### config.mk
export PLATFORM = sky130hd
export DESIGN_NAME = rv32i_mem_arbiter
export DESIGN_NICKNAME = d
export VERILOG_FILES = /design/src/rtl/rv32i_pkg.sv /design/src/rtl/rv32i_arb_pick.sv /design/src/rtl/rv32i_mem_arbiter.sv
export SDC_FILE = /design/constraint.sdc
export NUM_CORES = 1
export LEC_CHECK = 0
export CORE_AREA = 2 2 117 119
export CTS_BUF_LIST = sky130_fd_sc_hd__clkbuf_4 sky130_fd_sc_hd__clkbuf_8
export CTS_CLUSTER_DIAMETER = 120
export DETAILED_ROUTE_END_ITERATION = 8
export DIE_AREA = 0 0 119 121
export GPL_TIMING_DRIVEN = 0
export MAX_ROUTING_LAYER = met4
export PLACE_DENSITY_LB_ADDON = 0.15
export SLEW_MARGIN = 20
export SYNTH_ARGS = -nofsm -noshare
export SYNTH_HDL_FRONTEND = slang
export SYNTH_SLANG_ARGS = --single-unit
### constraint.sdc
create_clock -name clk -period 7 [get_ports clk]
set_clock_uncertainty 0.15 [all_clocks]
set_input_delay 1.75 -clock clk [delete_from_list [all_inputs] [get_ports clk]]
set_output_delay 1.75 -clock clk [all_outputs]
set_load 0.02 [all_outputs]
### src/rtl/rv32i_pkg.sv
// Shared types for the RV32I memory arbiter: FSM state encoding and port indices.
package rv32i_pkg;

    typedef enum logic [1:0] {
        IDLE   = 2'd0,
        ACCESS = 2'd1,
        RESP   = 2'd2
    } arb_state_t;

    localparam logic PORT0 = 1'b0;
    localparam logic PORT1 = 1'b1;

endpackage

### src/rtl/rv32i_arb_pick.sv
// Combinational winner select: port 0 wins unless only port 1 requests or force1 is set.
module rv32i_arb_pick
    import rv32i_pkg::*;
(
    input  logic req0,
    input  logic req1,
    input  logic force1,
    output logic valid,
    output logic idx
);

    always_comb begin
        valid = req0 | req1;
        idx   = (req1 && (!req0 || force1)) ? PORT1 : PORT0;
    end

endmodule

### src/rtl/rv32i_mem_arbiter.sv
// Two-port arbiter in front of a single-ported RAM: one access every two cycles.
// Optional starvation guard for port 1 enabled by defining MEM_ARB_STARVE_GUARD_EN.
module rv32i_mem_arbiter
    import rv32i_pkg::*;
#(
    parameter int STARVE_LIMIT = 4
)
(
    input  logic        clk,
    input  logic        reset,
    input  logic        req0,
    input  logic        we0,
    input  logic [3:0]  be0,
    input  logic [29:0] addr0,
    input  logic [31:0] wdata0,
    input  logic        req1,
    input  logic        we1,
    input  logic [3:0]  be1,
    input  logic [29:0] addr1,
    input  logic [31:0] wdata1,
    output logic        gnt0,
    output logic        rvalid0,
    output logic [31:0] rdata0,
    output logic        gnt1,
    output logic        rvalid1,
    output logic [31:0] rdata1,
    output logic        mem_en,
    output logic        mem_we,
    output logic [3:0]  mem_be,
    output logic [29:0] mem_addr,
    output logic [31:0] mem_wdata,
    input  logic [31:0] mem_rdata
);

    arb_state_t state;
    logic       owner;
    logic       pick_valid;
    logic       pick_idx;
    logic       force1;
    logic       arbitrating;

    assign arbitrating = (state != ACCESS);

    rv32i_arb_pick u_pick (
        .req0   (req0),
        .req1   (req1),
        .force1 (force1),
        .valid  (pick_valid),
        .idx    (pick_idx)
    );

`ifdef MEM_ARB_STARVE_GUARD_EN
    localparam int CW = $clog2(STARVE_LIMIT + 2);
    localparam logic [CW-1:0] LIMIT = CW'(STARVE_LIMIT);

    logic [CW-1:0] starve_cnt;

    assign force1 = (starve_cnt == LIMIT);

    // Counts port-0 wins while port 1 keeps waiting; never passes LIMIT because
    // reaching it forces the next contested grant to port 1.
    always_ff @(posedge clk or posedge reset) begin
        if (reset) begin
            starve_cnt <= '0;
        end else if (!req1) begin
            starve_cnt <= '0;
        end else if (arbitrating && pick_valid) begin
            if (pick_idx == PORT1) begin
                starve_cnt <= '0;
            end else begin
                starve_cnt <= starve_cnt + 1'b1;
            end
        end
    end
`else
    assign force1 = 1'b0;
`endif

    // Arbitrate in IDLE and RESP; ACCESS always lasts one cycle and is followed by RESP.
    always_ff @(posedge clk or posedge reset) begin
        if (reset) begin
            state     <= IDLE;
            owner     <= PORT0;
            gnt0      <= 1'b0;
            gnt1      <= 1'b0;
            rvalid0   <= 1'b0;
            rvalid1   <= 1'b0;
            mem_en    <= 1'b0;
            mem_we    <= 1'b0;
            mem_be    <= '0;
            mem_addr  <= '0;
            mem_wdata <= '0;
        end else begin
            gnt0    <= 1'b0;
            gnt1    <= 1'b0;
            rvalid0 <= 1'b0;
            rvalid1 <= 1'b0;
            mem_en  <= 1'b0;
            case (state)
                ACCESS: begin
                    state   <= RESP;
                    rvalid0 <= (owner == PORT0);
                    rvalid1 <= (owner == PORT1);
                end
                default: begin
                    if (pick_valid) begin
                        state  <= ACCESS;
                        owner  <= pick_idx;
                        mem_en <= 1'b1;
                        gnt0   <= (pick_idx == PORT0);
                        gnt1   <= (pick_idx == PORT1);
                        if (pick_idx == PORT1) begin
                            mem_we    <= we1;
                            mem_be    <= be1;
                            mem_addr  <= addr1;
                            mem_wdata <= wdata1;
                        end else begin
                            mem_we    <= we0;
                            mem_be    <= be0;
                            mem_addr  <= addr0;
                            mem_wdata <= wdata0;
                        end
                    end else begin
                        state <= IDLE;
                    end
                end
            endcase
        end
    end

    // The RAM returns data during RESP; mem_we still describes the owner's command then.
    always_comb begin
        rdata0 = (rvalid0 && !mem_we) ? mem_rdata : 32'd0;
        rdata1 = (rvalid1 && !mem_we) ? mem_rdata : 32'd0;
    end

endmodule
==> flow_results.xml <==
<?xml version="1.0" encoding="UTF-8"?>
<metrics>
  <group name="run_status">
    <metric name="status" unit="">finished, final reports clean</metric>
  </group>
  <group name="floorplan">
    <metric name="die_area" unit="um2">14400</metric>
    <metric name="fp.coreArea" unit="um2">13100</metric>
    <metric name="initial_utilization" unit="%">30.9</metric>
    <metric name="ios" unit="">306</metric>
    <metric name="core.rowCount" unit="">42</metric>
    <metric name="die_width" unit="um">119</metric>
    <metric name="fp.dieH" unit="um">121</metric>
  </group>
  <group name="route">
    <metric name="drtPass1Iterations" unit="">4</metric>
    <metric name="detail_route.iter0.violations" unit="">49</metric>
    <metric name="antenna_violating_nets_post_route" unit="">0</metric>
    <metric name="drc_viols" unit="">0</metric>
    <metric name="vias" unit="">3564</metric>
    <metric name="avgRoutedWirePerCell" unit="um">16.2</metric>
    <metric name="vias_per_cell" unit="">4.44</metric>
    <metric name="postRouteWirelength" unit="um">13000</metric>
  </group>
  <group name="power_and_ir_drop">
    <metric name="powerDensity" unit="nW/um2">310</metric>
    <metric name="swShare" unit="%">35.8</metric>
    <metric name="p_switching" unit="uW">831</metric>
    <metric name="pwr-share-seq" unit="%">30.4</metric>
    <metric name="ir_worst_vdd" unit="mV">0.172</metric>
    <metric name="combinationalPowerShare" unit="%">57.2</metric>
    <metric name="p_leak" unit="nW">3.03</metric>
    <metric name="internal_power" unit="mW">1.49</metric>
    <metric name="clockPowerShare" unit="%">12.4</metric>
    <metric name="p_total" unit="mW">2.32</metric>
  </group>
  <group name="job">
    <metric name="max_cap_viols" unit="">0</metric>
  </group>
  <group name="clock_tree">
    <metric name="post-cts-setup-buffers" unit="">0</metric>
    <metric name="tritoncts" unit="">built</metric>
    <metric name="cts_repair_resize_count" unit="">0</metric>
    <metric name="cts_buffer_depth" unit="">2</metric>
    <metric name="cts_max_level" unit="">3</metric>
    <metric name="numCtsBuffers" unit="">9</metric>
    <metric name="insertion_delay" unit="ns">0.34</metric>
    <metric name="cts_num_sinks" unit="">74</metric>
    <metric name="cts.clk_slew.worst_paths" unit="ns">0.07</metric>
    <metric name="cts.root.buffer_cell" unit="">clkbuf_8</metric>
    <metric name="ctsHoldBuffers" unit="">0</metric>
  </group>
  <group name="timing">
    <metric name="report.final.hold_viol_count" unit="">0</metric>
    <metric name="worst-slew-pin-transition" unit="ns">0.580</metric>
    <metric name="final-max-slew-violation-count" unit="">0</metric>
    <metric name="unrepaired_setup_endpoints_after_global_routing" unit="">no</metric>
    <metric name="relative_slew_slack" unit="%">61.4</metric>
    <metric name="setup-violations-final" unit="">0</metric>
    <metric name="setup_total_negative_slack" unit="ns">0</metric>
    <metric name="finalCritPeriodShare" unit="%">69.8</metric>
    <metric name="min_period" unit="ns">4.89</metric>
    <metric name="highest_clock_rate" unit="MHz">205</metric>
  </group>
  <group name="global_routing">
    <metric name="grt_busiest_layer" unit="">met2</metric>
    <metric name="use_met2" unit="%">36.0</metric>
    <metric name="grt_pass1_vias" unit="">3906</metric>
    <metric name="grt_remaining_overflow" unit="">0</metric>
    <metric name="grt.total_usage" unit="%">18.6</metric>
    <metric name="grt_start_max_net_pins" unit="">47</metric>
    <metric name="grt_util_met3" unit="%">4.93</metric>
    <metric name="grt_first_pass_wirelength" unit="um">20100</metric>
    <metric name="antenna_violations_before_repair" unit="">0</metric>
    <metric name="globalRouteMet1Util" unit="%">17.9</metric>
  </group>
  <group name="synth">
    <metric name="synth_top_area_share" unit="%">45.8</metric>
    <metric name="synth_seq_cells" unit="">74</metric>
    <metric name="synthesis.area_per_instance" unit="um2">13.2</metric>
    <metric name="synth-seq-area-share" unit="%">45.8</metric>
    <metric name="netlist_area" unit="um2">4040</metric>
    <metric name="synthesis.yosys.warnings" unit="">0</metric>
    <metric name="synth.largest_area_cell" unit="">dfrtp_1</metric>
    <metric name="synth.area.top_cells" unit="">dfrtp_1 (46%), mux2_2 (32%), and2_1 (10%)</metric>
    <metric name="postSynthNetCount" unit="">477</metric>
    <metric name="syn_inst" unit="">307</metric>
    <metric name="yosysUniqueCellTypes" unit="">15</metric>
  </group>
  <group name="worst_hold_path">
    <metric name="timing.hold.worst.class" unit="">reg -&gt; reg</metric>
  </group>
  <group name="setup_path">
    <metric name="worstSetupStartpointType" unit="">input pin</metric>
    <metric name="required" unit="ns">5.10</metric>
    <metric name="arrival" unit="ns">2.99</metric>
    <metric name="cp_max_fo" unit="">2</metric>
    <metric name="endpoint_class_of_the_critical_path" unit="">output port</metric>
    <metric name="setup.worst_path.class" unit="">in -&gt; out</metric>
  </group>
  <group name="placed_design">
    <metric name="port_buffers" unit="">304</metric>
    <metric name="hpwl" unit="um">10700</metric>
    <metric name="post-place-cells" unit="">788</metric>
    <metric name="place.gp.congestion" unit="">0.827</metric>
    <metric name="placement.cell_area" unit="um2">7330</metric>
  </group>
  <group name="cells_and_area">
    <metric name="post_route_cells_drive_above_1_share" unit="%">26.5</metric>
    <metric name="final_common_cell" unit="">clkdlybuf4s50_1</metric>
    <metric name="syn_to_final_growth" unit="%">85.6</metric>
    <metric name="fin_cells" unit="">802</metric>
    <metric name="insertedDiodeCount" unit="">0</metric>
    <metric name="finalNetCount" unit="">793</metric>
    <metric name="layout.cells.most_common_list" unit="">clkdlybuf4s50_1 (304), mux2_2 (115), dfrtp_1 (74)</metric>
    <metric name="fin_area" unit="um2">7490</metric>
  </group>
</metrics>
## power groups by stage
stage / registers [mW] / clock network (mW) / logic, mW
floorplan: 0.925 / 0 / 0.490
global placement: 0.704 / 0 / 1.34
detailed placement: 0.715 / 0 / 1.35
CTS: 0.709 / 0.300 / 1.35
global route: 0.730 / 0.318 / 1.41
finish: 0.706 / 0.288 / 1.33
## synthesized netlist by cell type, drive strengths merged
master / n
o21a: 1
nand2b: 1
and2: 65
inv: 3
nand2: 1
dfrtp: 74
buf: 15
mux2: 134
clkbuf: 7
a21oi: 1
nor2b: 2
nor2: 3
## through the flow
| step | setup WS (ns) | utilization [%] | hold slack [ns] |
|---|---|---|---|
| 2_1_floorplan | 3.14 | - | 0.252 |
| 5_1_grt | 2.07 | 57.3 | 0.330 |
| 3_3_place_gp | 1.89 | 55.8 | 0.258 |
| 3_5_place_dp | 2.10 | 56.0 | 0.284 |
| 4_1_cts | 2.10 | 57.3 | 0.291 |
| 6_report | 2.11 | 57.3 | 0.289 |
## worst paths after layout
check	from	endpoint	slack, ns	cells past startpoint
max	mem_rdata[25]	rdata1[25]	2.11	3
min	owner$_DFFE_PP0P_	rvalid0$_DFF_PP0_	0.29	1
max reg2reg	state[0]$_DFF_PP0_	mem_wdata[18]$_DFFE_PP0P_	5.28	6
min reg2reg	owner$_DFFE_PP0P_	rvalid0$_DFF_PP0_	0.29	1
max in group asynchronous	reset	mem_wdata[1]$_DFFE_PP0P_	4.54	3
min in group asynchronous	reset	mem_wdata[27]$_DFFE_PP0P_	1.60	2
## metal layers
metal | routed length (um) | vias up
li1 | - | 1679
met2 | 7340 | 168
met4 | 167 | 0
met5 | 0 | -
met1 | 4520 | 1704
met3 | 973 | 13
## logic make-up after synthesis
| group | after synthesis | share of synthesized area [%] |
|---|---|---|
| AOI/OAI and AO/OA | 2 | 0.310 |
| and+or+nand+nor | 72 | 11.1 |
| muxes | 134 | 39.1 |
| buffers and inverters | 25 | 3.62 |
| DFF | 74 | 45.8 |
## worst max-delay path, stage by stage
cell and delay [ns]:
clkdlybuf4s50_1 0.48, and2_1 0.12, clkdlybuf4s50_1 0.63
## flip-flops by register name (all words and copies together), names as in the netlist
signal     flops
mem_we         1
rvalid0        1
mem_addr      30
mem_be         4
rvalid1        1
gnt1           1
mem_wdata     32
gnt0           1
owner          1
state          2
## final cells by class
cell class                      count  area [um2]
Multi-Input combinational cell    208        2040
Sequential cell                    74        1850
Clock inverter                      3        17.5
Tap cell                          176         220
Buffer                             22         135
Clock buffer                       11         145
Timing Repair Buffer              305        3070
Fill cell                        1121        5590
Inverter                            3        13.8
No activity file was read; power rests on OpenSTA's default activity.
